$ cat config.mk
export PLATFORM = sky130hd
export DESIGN_NAME = mem_port_arbiter_flat
export DESIGN_NICKNAME = d
export VERILOG_FILES = /design/src/rtl/mem_port_arbiter_if.sv /design/src/rtl/mem_port_arbiter.sv /design/src/flat_wrapper.sv
export SDC_FILE = /design/constraint.sdc
export NUM_CORES = 1
export LEC_CHECK = 0
export CAP_MARGIN = 20
export CORE_AREA = 3 3 403 405
export DETAILED_ROUTE_END_ITERATION = 8
export DIE_AREA = 0 0 406 408
export GPL_ROUTABILITY_DRIVEN = 0
export PLACE_DENSITY_LB_ADDON = 0.08
export SYNTH_ARGS = -nofsm -noshare
export SYNTH_HDL_FRONTEND = slang
export SYNTH_SLANG_ARGS = --single-unit
export TNS_END_PERCENT = 100
$ cat constraint.sdc
create_clock -name clk -period 1.9 [get_ports clk]
set_input_delay 0.38 -clock clk [delete_from_list [all_inputs] [get_ports clk]]
set_output_delay 0.38 -clock clk [all_outputs]
set_load 0.05 [all_outputs]
$ cat src/rtl/mem_port_arbiter_if.sv
`default_nettype none
// ============================================================================
// Module      : mem_port_arbiter_if
// Description : Bundle of the two cache-side request/response ports (m0 = I-side
//               refill, m1 = D-side refill/writeback) and the single shared
//               memory-side port (s_*) handled by mem_port_arbiter.
//   m0_/m1_ : valid, ready, wen, addr, wdata, wmask, rvalid, rdata
//   s_      : valid, ready, wen, addr, wdata, wmask, rvalid, rdata
// Modports    : slave  - arbiter view (consumes m* requests, drives s_* request)
//               master - environment view (cache requesters + bus bridge)
// Revision    : 1.0 - initial release
// ============================================================================
interface mem_port_arbiter_if #(
    parameter int ADDR_WIDTH = 64,
    parameter int DATA_WIDTH = 128,
    parameter int MASK_WIDTH = DATA_WIDTH / 8
);
    logic                  m0_valid;
    logic                  m0_ready;
    logic                  m0_wen;
    logic [ADDR_WIDTH-1:0] m0_addr;
    logic [DATA_WIDTH-1:0] m0_wdata;
    logic [MASK_WIDTH-1:0] m0_wmask;
    logic                  m0_rvalid;
    logic [DATA_WIDTH-1:0] m0_rdata;

    logic                  m1_valid;
    logic                  m1_ready;
    logic                  m1_wen;
    logic [ADDR_WIDTH-1:0] m1_addr;
    logic [DATA_WIDTH-1:0] m1_wdata;
    logic [MASK_WIDTH-1:0] m1_wmask;
    logic                  m1_rvalid;
    logic [DATA_WIDTH-1:0] m1_rdata;

    logic                  s_valid;
    logic                  s_ready;
    logic                  s_wen;
    logic [ADDR_WIDTH-1:0] s_addr;
    logic [DATA_WIDTH-1:0] s_wdata;
    logic [MASK_WIDTH-1:0] s_wmask;
    logic                  s_rvalid;
    logic [DATA_WIDTH-1:0] s_rdata;

    modport slave (
        input  m0_valid, m0_wen, m0_addr, m0_wdata, m0_wmask,
        output m0_ready, m0_rvalid, m0_rdata,
        input  m1_valid, m1_wen, m1_addr, m1_wdata, m1_wmask,
        output m1_ready, m1_rvalid, m1_rdata,
        output s_valid, s_wen, s_addr, s_wdata, s_wmask,
        input  s_ready, s_rvalid, s_rdata
    );

    modport master (
        output m0_valid, m0_wen, m0_addr, m0_wdata, m0_wmask,
        input  m0_ready, m0_rvalid, m0_rdata,
        output m1_valid, m1_wen, m1_addr, m1_wdata, m1_wmask,
        input  m1_ready, m1_rvalid, m1_rdata,
        input  s_valid, s_wen, s_addr, s_wdata, s_wmask,
        output s_ready, s_rvalid, s_rdata
    );
endinterface
`default_nettype wire

$ cat src/rtl/mem_port_arbiter.sv
`default_nettype none
// ============================================================================
// Module      : mem_port_arbiter
// Description : Shares one non-pipelined memory port between the I-cache refill
//               path (requester 0) and the D-cache refill/writeback path
//               (requester 1). One transaction in flight; the grant is locked
//               from acceptance until the downstream response returns.
// Ports       : clk   - clock
//               rst   - synchronous reset, active-high
//               bus   - mem_port_arbiter_if.slave (m0_*, m1_*, s_* signals)
//               grant - index of the current owner, meaningful while busy
//               busy  - a transaction is being issued or awaited
// Build macro : MEM_ARB_DSIDE_PRIO_EN - when defined, the D-side always wins a
//               simultaneous request; otherwise the grant is round-robin.
// Revision    : 1.0 - initial release
// ============================================================================
module mem_port_arbiter #(
    parameter int ADDR_WIDTH = 64,
    parameter int DATA_WIDTH = 128,
    parameter int MASK_WIDTH = DATA_WIDTH / 8
) (
    input  logic                   clk,
    input  logic                   rst,
    mem_port_arbiter_if.slave      bus,
    output logic                   grant,
    output logic                   busy
);

    typedef enum logic [1:0] {
        c_ST_IDLE  = 2'd0,
        c_ST_ISSUE = 2'd1,
        c_ST_WAIT  = 2'd2
    } state_t;

    state_t                r_state;
    logic                  r_last_grant;
    logic                  r_grant;
    logic                  r_s_valid;
    logic                  r_s_wen;
    logic [ADDR_WIDTH-1:0] r_s_addr;
    logic [DATA_WIDTH-1:0] r_s_wdata;
    logic [MASK_WIDTH-1:0] r_s_wmask;
    logic                  r_m0_rvalid;
    logic                  r_m1_rvalid;
    logic [DATA_WIDTH-1:0] r_m0_rdata;
    logic [DATA_WIDTH-1:0] r_m1_rdata;

    logic                  w_accept;
    logic                  w_pick;

    // Winner among the pending requesters; only meaningful when w_accept.
    always_comb begin
        w_pick = bus.m1_valid;
        if (bus.m0_valid && bus.m1_valid) begin
`ifdef MEM_ARB_DSIDE_PRIO_EN
            w_pick = 1'b1;
`else
            w_pick = ~r_last_grant;
`endif
        end
    end

    // Acceptance is gated by rst so a request is never acknowledged in a
    // cycle whose state update is being discarded by reset.
    assign w_accept     = ~rst && (r_state == c_ST_IDLE) && (bus.m0_valid || bus.m1_valid);

    assign bus.m0_ready  = w_accept & ~w_pick;
    assign bus.m1_ready  = w_accept &  w_pick;
    assign bus.m0_rvalid = r_m0_rvalid;
    assign bus.m1_rvalid = r_m1_rvalid;
    assign bus.m0_rdata  = r_m0_rdata;
    assign bus.m1_rdata  = r_m1_rdata;
    assign bus.s_valid   = r_s_valid;
    assign bus.s_wen     = r_s_wen;
    assign bus.s_addr    = r_s_addr;
    assign bus.s_wdata   = r_s_wdata;
    assign bus.s_wmask   = r_s_wmask;
    assign grant         = r_grant;
    assign busy          = (r_state != c_ST_IDLE);

    always_ff @(posedge clk) begin
        if (rst) begin
            r_state      <= c_ST_IDLE;
            r_last_grant <= 1'b1;
            r_grant      <= 1'b0;
            r_s_valid    <= 1'b0;
            r_s_wen      <= 1'b0;
            r_s_addr     <= '0;
            r_s_wdata    <= '0;
            r_s_wmask    <= '0;
            r_m0_rvalid  <= 1'b0;
            r_m1_rvalid  <= 1'b0;
            r_m0_rdata   <= '0;
            r_m1_rdata   <= '0;
        end else begin
            r_m0_rvalid <= 1'b0;
            r_m1_rvalid <= 1'b0;
            case (r_state)
                c_ST_IDLE: begin
                    if (w_accept) begin
                        r_grant      <= w_pick;
                        r_last_grant <= w_pick;
                        r_s_valid    <= 1'b1;
                        r_state      <= c_ST_ISSUE;
                        if (w_pick) begin
                            r_s_wen   <= bus.m1_wen;
                            r_s_addr  <= bus.m1_addr;
                            r_s_wdata <= bus.m1_wdata;
                            r_s_wmask <= bus.m1_wmask;
                        end else begin
                            r_s_wen   <= bus.m0_wen;
                            r_s_addr  <= bus.m0_addr;
                            r_s_wdata <= bus.m0_wdata;
                            r_s_wmask <= bus.m0_wmask;
                        end
                    end
                end
                c_ST_ISSUE: begin
                    if (bus.s_ready) begin
                        r_s_valid <= 1'b0;
                        r_state   <= c_ST_WAIT;
                    end
                end
                c_ST_WAIT: begin
                    // Writes complete through the same pulse; rdata still
                    // carries whatever the bridge drove.
                    if (bus.s_rvalid) begin
                        if (r_grant) begin
                            r_m1_rdata  <= bus.s_rdata;
                            r_m1_rvalid <= 1'b1;
                        end else begin
                            r_m0_rdata  <= bus.s_rdata;
                            r_m0_rvalid <= 1'b1;
                        end
                        r_state <= c_ST_IDLE;
                    end
                end
                default: begin
                    r_state   <= c_ST_IDLE;
                    r_s_valid <= 1'b0;
                end
            endcase
        end
    end

    // A completion outside WAIT has no owner and is dropped; record it.
    cover property (@(posedge clk) disable iff (rst)
        bus.s_rvalid && (r_state != c_ST_WAIT));

    assert property (@(posedge clk) disable iff (rst)
        !(bus.m0_ready && bus.m1_ready));

    assert property (@(posedge clk) disable iff (rst)
        !(r_m0_rvalid && r_m1_rvalid));

endmodule
`default_nettype wire

$ cat src/flat_wrapper.sv
// flat-port wrapper written by rule: the top's interface ports become plain ports
module mem_port_arbiter_flat 
#(
    parameter int ADDR_WIDTH = 64,
    parameter int DATA_WIDTH = 128,
    parameter int MASK_WIDTH = DATA_WIDTH / 8
)
  (clk, rst, grant, busy, bus_m0_valid, bus_m0_wen, bus_m0_addr, bus_m0_wdata, bus_m0_wmask, bus_m0_ready, bus_m0_rvalid, bus_m0_rdata, bus_m1_valid, bus_m1_wen, bus_m1_addr, bus_m1_wdata, bus_m1_wmask, bus_m1_ready, bus_m1_rvalid, bus_m1_rdata, bus_s_valid, bus_s_wen, bus_s_addr, bus_s_wdata, bus_s_wmask, bus_s_ready, bus_s_rvalid, bus_s_rdata);
  mem_port_arbiter_if #(.ADDR_WIDTH(ADDR_WIDTH), .DATA_WIDTH(DATA_WIDTH), .MASK_WIDTH(MASK_WIDTH)) bus_i ();
  input  logic clk;
  input  logic rst;
  output logic grant;
  output logic busy;
  input wire logic [$bits(bus_i.m0_valid)-1:0] bus_m0_valid;
  input wire logic [$bits(bus_i.m0_wen)-1:0] bus_m0_wen;
  input wire logic [$bits(bus_i.m0_addr)-1:0] bus_m0_addr;
  input wire logic [$bits(bus_i.m0_wdata)-1:0] bus_m0_wdata;
  input wire logic [$bits(bus_i.m0_wmask)-1:0] bus_m0_wmask;
  output wire logic [$bits(bus_i.m0_ready)-1:0] bus_m0_ready;
  output wire logic [$bits(bus_i.m0_rvalid)-1:0] bus_m0_rvalid;
  output wire logic [$bits(bus_i.m0_rdata)-1:0] bus_m0_rdata;
  input wire logic [$bits(bus_i.m1_valid)-1:0] bus_m1_valid;
  input wire logic [$bits(bus_i.m1_wen)-1:0] bus_m1_wen;
  input wire logic [$bits(bus_i.m1_addr)-1:0] bus_m1_addr;
  input wire logic [$bits(bus_i.m1_wdata)-1:0] bus_m1_wdata;
  input wire logic [$bits(bus_i.m1_wmask)-1:0] bus_m1_wmask;
  output wire logic [$bits(bus_i.m1_ready)-1:0] bus_m1_ready;
  output wire logic [$bits(bus_i.m1_rvalid)-1:0] bus_m1_rvalid;
  output wire logic [$bits(bus_i.m1_rdata)-1:0] bus_m1_rdata;
  output wire logic [$bits(bus_i.s_valid)-1:0] bus_s_valid;
  output wire logic [$bits(bus_i.s_wen)-1:0] bus_s_wen;
  output wire logic [$bits(bus_i.s_addr)-1:0] bus_s_addr;
  output wire logic [$bits(bus_i.s_wdata)-1:0] bus_s_wdata;
  output wire logic [$bits(bus_i.s_wmask)-1:0] bus_s_wmask;
  input wire logic [$bits(bus_i.s_ready)-1:0] bus_s_ready;
  input wire logic [$bits(bus_i.s_rvalid)-1:0] bus_s_rvalid;
  input wire logic [$bits(bus_i.s_rdata)-1:0] bus_s_rdata;
  assign bus_i.m0_valid = bus_m0_valid;
  assign bus_i.m0_wen = bus_m0_wen;
  assign bus_i.m0_addr = bus_m0_addr;
  assign bus_i.m0_wdata = bus_m0_wdata;
  assign bus_i.m0_wmask = bus_m0_wmask;
  assign bus_m0_ready = bus_i.m0_ready;
  assign bus_m0_rvalid = bus_i.m0_rvalid;
  assign bus_m0_rdata = bus_i.m0_rdata;
  assign bus_i.m1_valid = bus_m1_valid;
  assign bus_i.m1_wen = bus_m1_wen;
  assign bus_i.m1_addr = bus_m1_addr;
  assign bus_i.m1_wdata = bus_m1_wdata;
  assign bus_i.m1_wmask = bus_m1_wmask;
  assign bus_m1_ready = bus_i.m1_ready;
  assign bus_m1_rvalid = bus_i.m1_rvalid;
  assign bus_m1_rdata = bus_i.m1_rdata;
  assign bus_s_valid = bus_i.s_valid;
  assign bus_s_wen = bus_i.s_wen;
  assign bus_s_addr = bus_i.s_addr;
  assign bus_s_wdata = bus_i.s_wdata;
  assign bus_s_wmask = bus_i.s_wmask;
  assign bus_i.s_ready = bus_s_ready;
  assign bus_i.s_rvalid = bus_s_rvalid;
  assign bus_i.s_rdata = bus_s_rdata;
  mem_port_arbiter #(.ADDR_WIDTH(ADDR_WIDTH), .DATA_WIDTH(DATA_WIDTH), .MASK_WIDTH(MASK_WIDTH)) u_core (.clk(clk), .rst(rst), .bus(bus_i), .grant(grant), .busy(busy));
endmodule
; ---- Word level (Yosys, flattened, before mapping)
; Index checks and enable logic that the tools add are counted.
[op_classes]
eq_ne = 5
n_mux = 14
n_bitwise = 8
reduce_logical = 12
[op_table]
columns = op, count
row1 = 128-bit two-way mux, 1
row2 = 64-bit two-way mux, 1
row3 = 16-bit two-way mux, 1
row4 = 3-bit AND reduction, 4
row5 = 1-bit two-way mux, 6
row6 = 2-bit two-way mux, 3
row7 = 1-bit inverter, 6
row8 = 2-bit one-hot mux with 3 select lines, 1
row9 = 2-bit inequality test (second input constant), 2
row10 = 1-bit logical AND, 3
row11 = 1-bit one-hot mux with 3 select lines, 1
row12 = 3-bit OR reduction, 1
row13 = 1-bit bitwise AND, 2
row14 = 2-bit by 1-bit == test with 1-bit output (second input constant), 1
row15 = 2-bit == test (second input constant), 1
row16 = 2-bit logical NOT, 1
row17 = 2-bit by 1-bit inequality test with 1-bit output (second input constant), 1
row18 = 2-bit AND reduction, 1
row19 = 2-bit nonzero test, 1
row20 = 1-bit logical OR, 1
[totals]
ff_bits = 472
in_bits = 552

; ---- Depth between registers and ports, before layout
; Gate-level depths: netlist of run 1.
[depth]
ltp_word = 5
ltp_mapped = 7
depth_no_buf = 3

; ---- Worst setup path before layout of run 1
; Ideal clock, no wire load.
[synth_timing]
path_kind = register to output
startpoint = register u_core.r_state[0]
endpoint = output bus_m0_ready
arrival_time_ns = 1.560
t_required_ns = 1.520
setup_slack_ns = -0.040
stages_incl_launch_ff = 6
cell_sequence = dfxtp_1 > buf_2 > nor3_2 > and3_1 > clkbuf_1 > clkbuf_1
[synth_between]
elab_chain_cells = 4
[synth_lines]
columns = element, line
row1 = "start, declared", mem_port_arbiter.sv:35  ; state_t r_state;
row2 = "start signal, assigned", mem_port_arbiter.sv:83  ; r_state <= c_ST_IDLE;
row3 = "start signal, assigned", mem_port_arbiter.sv:104  ; r_state <= c_ST_ISSUE;
row4 = "start signal, assigned", mem_port_arbiter.sv:121  ; r_state <= c_ST_WAIT;
row5 = 2-bit logical NOT, mem_port_arbiter.sv:65  ; assign w_accept = ~rst && (r_state == c_ST_IDLE) && (bus.m0_valid || bus.m1_valid);
row6 = 1-bit logical AND (2 in series), mem_port_arbiter.sv:65
row7 = 1-bit bitwise AND, mem_port_arbiter.sv:67  ; assign bus.m0_ready = w_accept & ~w_pick;
row8 = "end, declared", flat_wrapper.sv:19  ; output wire logic [$bits(bus_i.m0_ready)-1:0] bus_m0_ready;
; Every way passes these cells.

; ---- Worst setup path after layout of run 1
; Same ends and word-level chain as after synthesis.

==> flow_summary.ini, run 1 <==
[status]
outcome = finished with violations
violations = setup timing

[sta]
period_minus_slack_ns = 2.165
post-route-period-util = 1.139
max_freq_mhz = 461.9
clock-skew-final_ns = 0.03169
post-route-worst-setup-slack_ns = -0.2649
max_slew_margin = 0.6354
rsz0062_at_grt = true
slew_viol_final = 0
setup_tns_ns = -4.766
setup_viol = 89
hold_viol = 0
worst_pin_slew_ns = 0.5469

[finish]
final_common_cell = clkdlybuf4s50_1
final_util = 0.2088
seq_area_um2 = 9454
drive_gt1_frac = 0.2419
syn2layout_area_growth_pct = 89.81
layout_common_cells = 549 x clkdlybuf4s50_1, 515 x nand2_1, 470 x dfxtp_1
final_nets = 3581
fillerInstances = 17570
final_area_um2 = 33140
multiInputGateArea_um2 = 7181
fin_cells = 5160

[setup_path]
cp-startpoint = u_core.r_state[0]
arrival_ns = 1.78
worstSetupEndpointType = primary output
crit_chain = nor3_4 -> buf_12 -> and3_4 -> buf_12 -> buf_12
path_max_fanout = 3
critPathLaunchType = flip-flop
reg2reg_from = u_core.r_state[0]
crit_type = reg -> out
required_ns = 1.52
critical_path.max_stage_delay_ns = 0.33
cp_common_cell = buf_12
cp_slowest_cell = dfxtp_2

[clock_network]
clockBufferDepth = 3
cts_sinks = 472
cts_tree = yes
clkTransAtPathRegs_ns = 0.06
h-tree-depth = 3
clk_latency_ns = 0.64
cts_made_buffers = 67
cts_root_buf = clkbuf_16
hold_buffers = 0

[placed_design]
detailed_place.area_um2 = 30050
place_ws_ns = -0.3541
dp_hpwl_mm = 94.83
port_buffers = 1023
dp_cells = 4987

[floorplan]
pin_count = 1024
dieHeight_um = 408
core_area_um2 = 158700
dieArea_um2 = 165600
initial_core_util = 0.1100
die_w_um = 406
fp-row-count = 146

[global_route]
grt_max_degree = 98
grt-ovfl-total = 0
grt_pass1_vias = 19960
grt_pass1_wl_mm = 163.9
grtUsageTotal = 0.1398
antenna_found_initial = 53

[synth]
seq_area_frac_synth = 0.5412
syn_inst = 1976
yosys_warnings = 0
syn_nets = 2528
synth.cell_area_um2 = 17460
syn_area_per_cell_um2 = 8.836
synthDistinctLibCells = 28
ys_seq_elements = 472

[drt]
routed_wl_mm = 126.5
dr.pass1.iters = 5
vias_per_cell = 3.772
post_drt_wl_per_cell_um = 24.51
drt_iter0_drc = 938
vias = 19460
final_antenna_net_count = 0
drc = 0

[hold_path]
hp-class = in -> reg
hold_start = rst

[power]
p_leak_nw = 12.91
power_density_nw_per_um2 = 897.2
peakVddDrop_uv = 568.5

[flow_run]
drv_cap = 0
[registers in the layout (all words and copies together) (netlist names)]
register / cells
u_core.bus.s_wdata: 128
u_core.bus.m0_rvalid: 1
u_core.bus.s_wen: 1
u_core.bus.m1_rvalid: 1
u_core.bus.s_addr: 64
u_core.r_state: 2
u_core.bus.s_wmask: 16
u_core.grant: 1
u_core.bus.s_valid: 1
u_core.bus.m0_rdata: 128
u_core.bus.m1_rdata: 128
u_core.r_last_grant: 1
[routing by layer]
metal	GRT usage	vias up	share of wire
met4	0.04950	56	0.028
met1	0.1499	9244	0.37
met5	0	-	0.0031
li1	-	9182	-
met3	0.06733	192	0.11
met2	0.2380	790	0.49
[cell usage after synthesis]
cell,n,share of area
or2_4,1,0.00050
nand4b_1,1,0.00050
dfxtp_1,472,0.54
buf_1,4,0.00086
nand4_1,45,0.016
and3_1,165,0.059
a21oi_1,260,0.075
and4b_1,1,0.00057
nand4bb_1,1,0.00064
nand3_1,45,0.013
nand2_1,515,0.11
a21boi_0,1,0.00043
nand2b_1,1,0.00036
clkbuf_1,130,0.028
o21ba_4,1,0.00093
a21o_1,1,0.00043
buf_6,18,0.012
buf_2,48,0.014
and2_1,1,0.00036
nor3_2,1,0.00057
nand3b_1,1,0.00043
nor2_1,5,0.0011
nor4bb_1,1,0.00057
a221o_1,164,0.094
or2_2,1,0.00036
o21ai_0,46,0.013
inv_1,1,0.00021
a31oi_1,45,0.016
[final timing paths]
path                                                 to  slack (ns)  cells past startpoint
worst min-delay path             u_core.bus.s_wdata[83]        0.24                      3
worst max-delay path                       bus_m0_ready       -0.26                      5
worst max register to register    u_core.bus.s_addr[17]       -0.11                      8
worst min register to register  u_core.bus.m0_rdata[83]        0.45                      2
[logic make-up after synthesis]
kind of cell,synth area share
flops,0.5412
simple gates,0.2048
compound gates,0.1996
buf+inv,0.05439
[area by class of cell]
class,instances,area share
inverters,1,0.0001133
diodes,17,0.001284
well taps,2072,0.07822
repair buffers,1181,0.3544
flip-flops and latches,472,0.2853
clock buffers,98,0.05863
multi-input cells,1306,0.2167
clock inverters,13,0.005399
[through the flow]
stage / hold slack, ns / power (mW)
after floorplan: 0.4308 / 13.76
after global placement: 0.4409 / 17.06
after detailed placement: 0.4474 / 17.06
after CTS: 0.1820 / 30.16
after global routing: 0.2450 / 31.05
final: 0.2399 / 29.73
[critical path: cells and delay by family, from the launching register on]
family | cells | cell delay, ns
flops | 1 | 0.33
simple gates | 2 | 0.43
buf+inv | 3 | 0.40
[timing repair]
item,CTS,global route
cloned,1,27
resized for setup,245,35
buffers inserted,6,12
setup endpoints to repair,83,230
pin swaps,2,5
[power breakdown]
part	total [mW]	internal, mW	switching, mW
logic	6.39	2.65	3.74
registers	10.8	10.4	0.345
clock network	12.6	7.58	5.02
Power figures use the tool's default switching activity.
==> run 2, diff against run 1 <==
--- a/config.mk
+++ b/config.mk
@@ -5,12 +5,14 @@
 export SDC_FILE = /design/constraint.sdc
 export NUM_CORES = 1
 export LEC_CHECK = 0
+export ABC_AREA = 1
 export CAP_MARGIN = 20
-export CORE_AREA = 3 3 403 405
+export CORE_AREA = 2 2 402 404
 export DETAILED_ROUTE_END_ITERATION = 8
-export DIE_AREA = 0 0 406 408
+export DIE_AREA = 0 0 404 406
 export GPL_ROUTABILITY_DRIVEN = 0
 export PLACE_DENSITY_LB_ADDON = 0.08
+export REMOVE_ABC_BUFFERS = 1
 export SYNTH_ARGS = -nofsm -noshare
 export SYNTH_HDL_FRONTEND = slang
 export SYNTH_SLANG_ARGS = --single-unit
==> run 2 against run 1 <==
  * The run still ends with setup timing left
  * Register-to-register slack gained 0.19 ns
  * First-iteration DRC count rose by 35%
  * Worst hold slack worse by 0.15 ns
  * Clock-buffer cell count up 7
  * Sequential power about the same
  * Maximum frequency grew 9.0%
  * Non-clock buffer count is 12 lower
  * Die area down 0.98%
  * Critical endpoint unchanged
==> flow_summary.ini, run 2 <==
[setup_path]
path_max_fanout = 3
worstRegToRegCells = 8
worstSetupEndpointType = primary output
cp_common_cell = nor2_4
crit_chain = nor2_4 -> buf_6 -> nand3_4 -> nor2_4 -> buf_12
cp_slowest_cell = dfxtp_2
rrSetupSlack_ns = 0.08
path_delay_family = simple AND/OR/NAND/NOR gates
endpoint = bus_m0_ready
reg2reg_from = u_core.r_state[0]
critPathLaunchType = flip-flop
cp.depth = 5
required_ns = 1.52
cp-startpoint = u_core.r_state[1]
crit_type = reg -> out
r2r-end = u_core.bus.m0_rdata[99]
critical_path.max_stage_delay_ns = 0.33
cp_num_buf_inv = 2
arrival_ns = 1.61

[finish]
syn2layout_area_growth_pct = 76.75
final_util = 0.2176
drive_gt1_frac = 0.1947
final_area_um2 = 34740
layout_common_cells = 1102 x nand2_1, 548 x clkdlybuf4s50_1, 504 x buf_4
final_nets = 4326
final_common_cell = nand2_1

[synth]
synth_edf_count = 0
yosys.area.top_type = dfxtp_1
synth_top_area_share = 0.4807
yosys_warnings = 0
syn_inst = 2795
syn_area_per_cell_um2 = 7.033
seq_area_frac_synth = 0.4807
synth_most_common_cell = nand2_1
ys_seq_elements = 472
synth.cell_area_um2 = 19660
async_reset_ff_frac = 0
synth_flop_cell = dfxtp_1
synthDistinctLibCells = 15
ys_top_cells_by_area = dfxtp_1 48%, nand2_1 21%, a21oi_1 12%, nand3_1 8.6%, nand4_1 4.1%
synth_common_cells = 1106 x nand2_1, 472 x dfxtp_1, 465 x a21oi_1

[clock_network]
cts_tree = yes
clk_latency_ns = 0.66
cts_made_buffers = 72
h-tree-depth = 3
clkTransAtPathRegs_ns = 0.06
cts_sinks = 472
clockBufferDepth = 3
hold_buffers = 0
cts_root_buf = clkbuf_16

[drt]
vias = 23130
final_antenna_net_count = 0
drt_iter0_drc = 1264
post_drt_wl_per_cell_um = 23.21
routed_wl_mm = 137.5
vias_per_cell = 3.906
dr.pass1.iters = 8
drc = 0

[floorplan]
dieArea_um2 = 164000
initial_core_util = 0.1231
die_w_um = 404
fp-row-count = 147
dieHeight_um = 406
pin_count = 1024
core_area_um2 = 159600

[sta]
max_slew_margin = 0.5146
rsz0062_at_grt = true
slew_viol_final = 0
clock-skew-final_ns = 0.03191
period_minus_slack_ns = 1.986
setup_tns_ns = -0.1611
hold_viol = 0
post-route-period-util = 1.045
worst_pin_slew_ns = 0.7281
max_freq_mhz = 503.6
setup_viol = 3
post-route-worst-setup-slack_ns = -0.08575

[placed_design]
detailed_place.area_um2 = 32170
port_buffers = 1023
place_ws_ns = -0.3359
dp_hpwl_mm = 103.2

[power]
peakVddDrop_uv = 566.4
power_density_nw_per_um2 = 863.0
total_power_mw = 29.98
p_leak_nw = 13.69

[global_route]
grtUsageTotal = 0.1596
grt_pass1_vias = 23440
grt_max_degree = 107
grt-ovfl-total = 0
grt_pass1_wl_mm = 187.9
antenna_found_initial = 27

[hold_path]
hp-class = in -> reg

[status]
outcome = finished with violations
violations = setup timing

[flow_run]
drv_cap = 0
## run 2: timing repair
item / 4_1_cts / 5_1_grt
resized for setup: 157 / 8
buffers inserted: 7 / 4
gates cloned: 2 / 1
pin swaps: 4 / 13
endpoints found under the setup margin: 50 / 31
## run 2: cells by family (layout without fill, tap and decap cells)
kind of cell    count (synthesis)  in the layout  share of synthesized area
flops                         472            472                     0.4807
other cells                     0             14                          0
buf+inv                       272           1299                    0.05964
simple gates                 1585           1585                     0.3410
compound gates                466            466                     0.1187
## run 2: layout make-up
cell class | count | area [um^2]
Antenna cell | 14 | 35.03
Clock buffer | 105 | 2088
Clock inverter | 17 | 172.7
Fill cell | 17990 | 124900
Inverter | 8 | 37.54
Multi-Input combinational cell | 2051 | 9146
Sequential cell | 472 | 9462
Tap cell | 2086 | 2610
Timing Repair Buffer | 1169 | 11190
## run 2: through the flow
step                hold slack [ns]  std cells
floorplan                    0.4491       2531
global placement             0.4463       5776
detailed placement           0.4469       5776
CTS                         0.02069       5906
global route                0.03765       5921
finish                      0.08805       5922
## run 2: how the worst min path moves through the flow
stage / start / to / slack (ns) / cells past startpoint
3_5_place_dp: u_core.bus.s_wdata[105] / u_core.bus.s_wdata[105] / 0.45 / 2
6_report: rst / u_core.r_state[0] / 0.09 / 3
3_3_place_gp: u_core.bus.s_wdata[105] / u_core.bus.s_wdata[105] / 0.45 / 2
4_1_cts: rst / u_core.r_state[0] / 0.02 / 3
2_1_floorplan: rst / u_core.bus.m0_rdata[0] / 0.45 / 1
5_1_grt: rst / u_core.r_state[0] / 0.04 / 3
## run 2: worst min-delay path: stages
cell and delay, ns:
buf_8 0.09, buf_12 0.18, a21oi_1 0.05
## run 2: power breakdown
part	total (mW)	switching (mW)	internal [mW]
Clock	13.2	5.46	7.76
Sequential	10.5	0.218	10.3
Combinational	6.29	3.84	2.45
Total	30.0	9.52	20.5
## run 2: per-layer routing
layer | vias to the layer above | wire length (um) | track usage
met1 | 11050 | 54420 | 0.1802
li1 | 11290 | - | -
met5 | - | 154 | 0
met3 | 154 | 8206 | 0.04445
met4 | 20 | 3480 | 0.04792
met2 | 620 | 71200 | 0.2896
==> run 3, diff against run 2 <==
==> constraint.sdc (replaced) <==
create_clock -name clk -period 2.3 [get_ports clk]
set_input_delay 0.46 -clock clk [delete_from_list [all_inputs] [get_ports clk]]
set_output_delay 0.46 -clock clk [all_outputs]
set_load 0.05 [all_outputs]
==> run 3 against run 2 <==
  * The flow now finishes without violations
  * Global-route usage down 0.20 points
  * Largest power group unchanged
  * Register-to-register slack improved by 0.26 ns
  * Sequential power fell by 18%
  * Final cell count fell by 0.74%
  * Critical path depth is 4 lower
==> flow_summary.ini, run 3 (synthesized netlist as in run 2, its figures left out) <==
[finish]
drive_gt1_frac = 0.07987
multiInputGateArea_um2 = 9135
final_nets = 4280
seq_area_um2 = 9458
fillerInstances = 18020
layout_common_cells = 1102 x nand2_1, 549 x clkdlybuf4s50_1, 469 x dfxtp_1
final_common_cell = nand2_1
syn2layout_area_growth_pct = 76.42

[drt]
dr.pass1.iters = 5
post_drt_wl_per_cell_um = 23.10
routed_wl_mm = 135.8
drc = 0
vias = 22700
vias_per_cell = 3.862
final_antenna_net_count = 0
drt_iter0_drc = 1081

[sta]
setup_viol = 0
hold_viol = 0
rsz0062_at_grt = false
post-route-worst-setup-slack_ns = 0.07285
max_freq_mhz = 449.0
worst_pin_slew_ns = 0.8466
clock-skew-final_ns = 0.02667
post-route-period-util = 0.9683
slew_viol_final = 0
max_slew_margin = 0.4356
fin_hold_ws_ns = 0.2159
period_minus_slack_ns = 2.227

[power]
peakVddDrop_uv = 473.2
power_density_nw_per_um2 = 720.4
p_leak_nw = 14.65

[floorplan]
core_area_um2 = 159600
pin_count = 1024
initial_core_util = 0.1231
fp-row-count = 147
die_w_um = 404
dieHeight_um = 406
dieArea_um2 = 164000

[clock_network]
cts_made_buffers = 71
clockBufferDepth = 3
h-tree-depth = 3
cts_tree = yes
clk_latency_ns = 0.65
cts_sinks = 472
cts_root_buf = clkbuf_16
clkTransAtPathRegs_ns = 0.05

[setup_path]
required_ns = 1.84
crit_chain = clkdlybuf4s50_1
path_max_fanout = 2
critPathLaunchType = flip-flop
crit_type = reg -> out
path_delay_family = buffers and inverters
cp_num_buf_inv = 1
critical_path.max_stage_delay_ns = 0.81
arrival_ns = 1.77
worstSetupEndpointType = primary output
cp_slowest_cell = clkdlybuf4s50_1

[global_route]
grt-ovfl-total = 0
grt_pass1_vias = 22870
grt_pass1_wl_mm = 185.4
grt_max_degree = 123
antenna_found_initial = 25
grtUsageTotal = 0.1576

[placed_design]
place_ws_ns = -0.004244
port_buffers = 1023
dp_hpwl_mm = 101.5

[status]
outcome = complete, no violations

[flow_run]
drv_cap = 0

[hold_path]
hp-class = in -> reg
-- run 3: cell types whose count changed in the layout (fill, tap and decap cells not counted), sizes merged, moves of 2 or more --
cell / change
dlymetal6s2s: +5
bufbuf: -2
dlygate4sd2: +396
buf: -399
bufinv: +3
clkdlybuf4s15: -45
inv: +2
diode: -3
-- run 3: stage by stage --
step                setup TNS, ns  utilization  area, um^2  power [mW]  cells
floorplan                -3098.06            -       18510       11.07   2531
global placement         -0.07162       0.2050       32720       14.07   5740
detailed placement      -0.004244       0.2050       32720       14.05   5740
CTS                             0       0.2169       34620       25.59   5867
global route                    0       0.2171       34670       26.12   5874
finish                          0       0.2172       34680       24.98   5878
-- run 3: repair_timing --
item	in CTS	in global routing
setup endpoints to repair	398	7
setup buffers	1	0
hold buffers	0	0
pin swaps	2	1
gates resized for setup	404	9
-- run 3: path summary, 6_finish.rpt --
kind,end,depth (start not counted),slack (ns),from
worst min-delay path,u_core.bus.s_valid,4,0.22,rst
worst max register to register,u_core.bus.m0_rdata[91],5,0.34,u_core.r_state[1]
worst min register to register,u_core.bus.s_addr[39],2,0.46,u_core.bus.s_addr[39]
worst max-delay path,bus_m1_rdata[22],1,0.07,u_core.bus.m1_rdata[22]
-- run 3: tightest hold or removal path, delay by kind of cell --
family / cells / cell delay [ns]
buffers and inverters: 2 / 0.19
AND/OR/NAND/NOR: 2 / 0.16
-- run 3: area by class of cell --
| class | count | area share |
|---|---|---|
| Antenna cell | 11 | 0.0007938 |
| Tap cell | 2086 | 0.07527 |
| Clock inverter | 21 | 0.007902 |
| Timing Repair Buffer | 1124 | 0.3186 |
| Sequential cell | 472 | 0.2727 |
| Inverter | 8 | 0.0008660 |
| Clock buffer | 105 | 0.06040 |
| Multi-Input combinational cell | 2051 | 0.2634 |
-- run 3: where the power goes --
part	switching, mW	total [mW]	internal (mW)	leakage, nW
Sequential	0.173	8.65	8.48	3.83
Combinational	3.12	4.97	1.86	9.65
Clock	4.58	11.4	6.78	1.17
Total	7.87	25.0	17.1	14.6
-- run 3: per-layer routing --
layer / GRT usage / routed length [um]
met3: 0.04527 / 8346
met4: 0.03620 / 2576
met2: 0.2929 / 71510
met5: 0 / 133
met1: 0.1756 / 53190
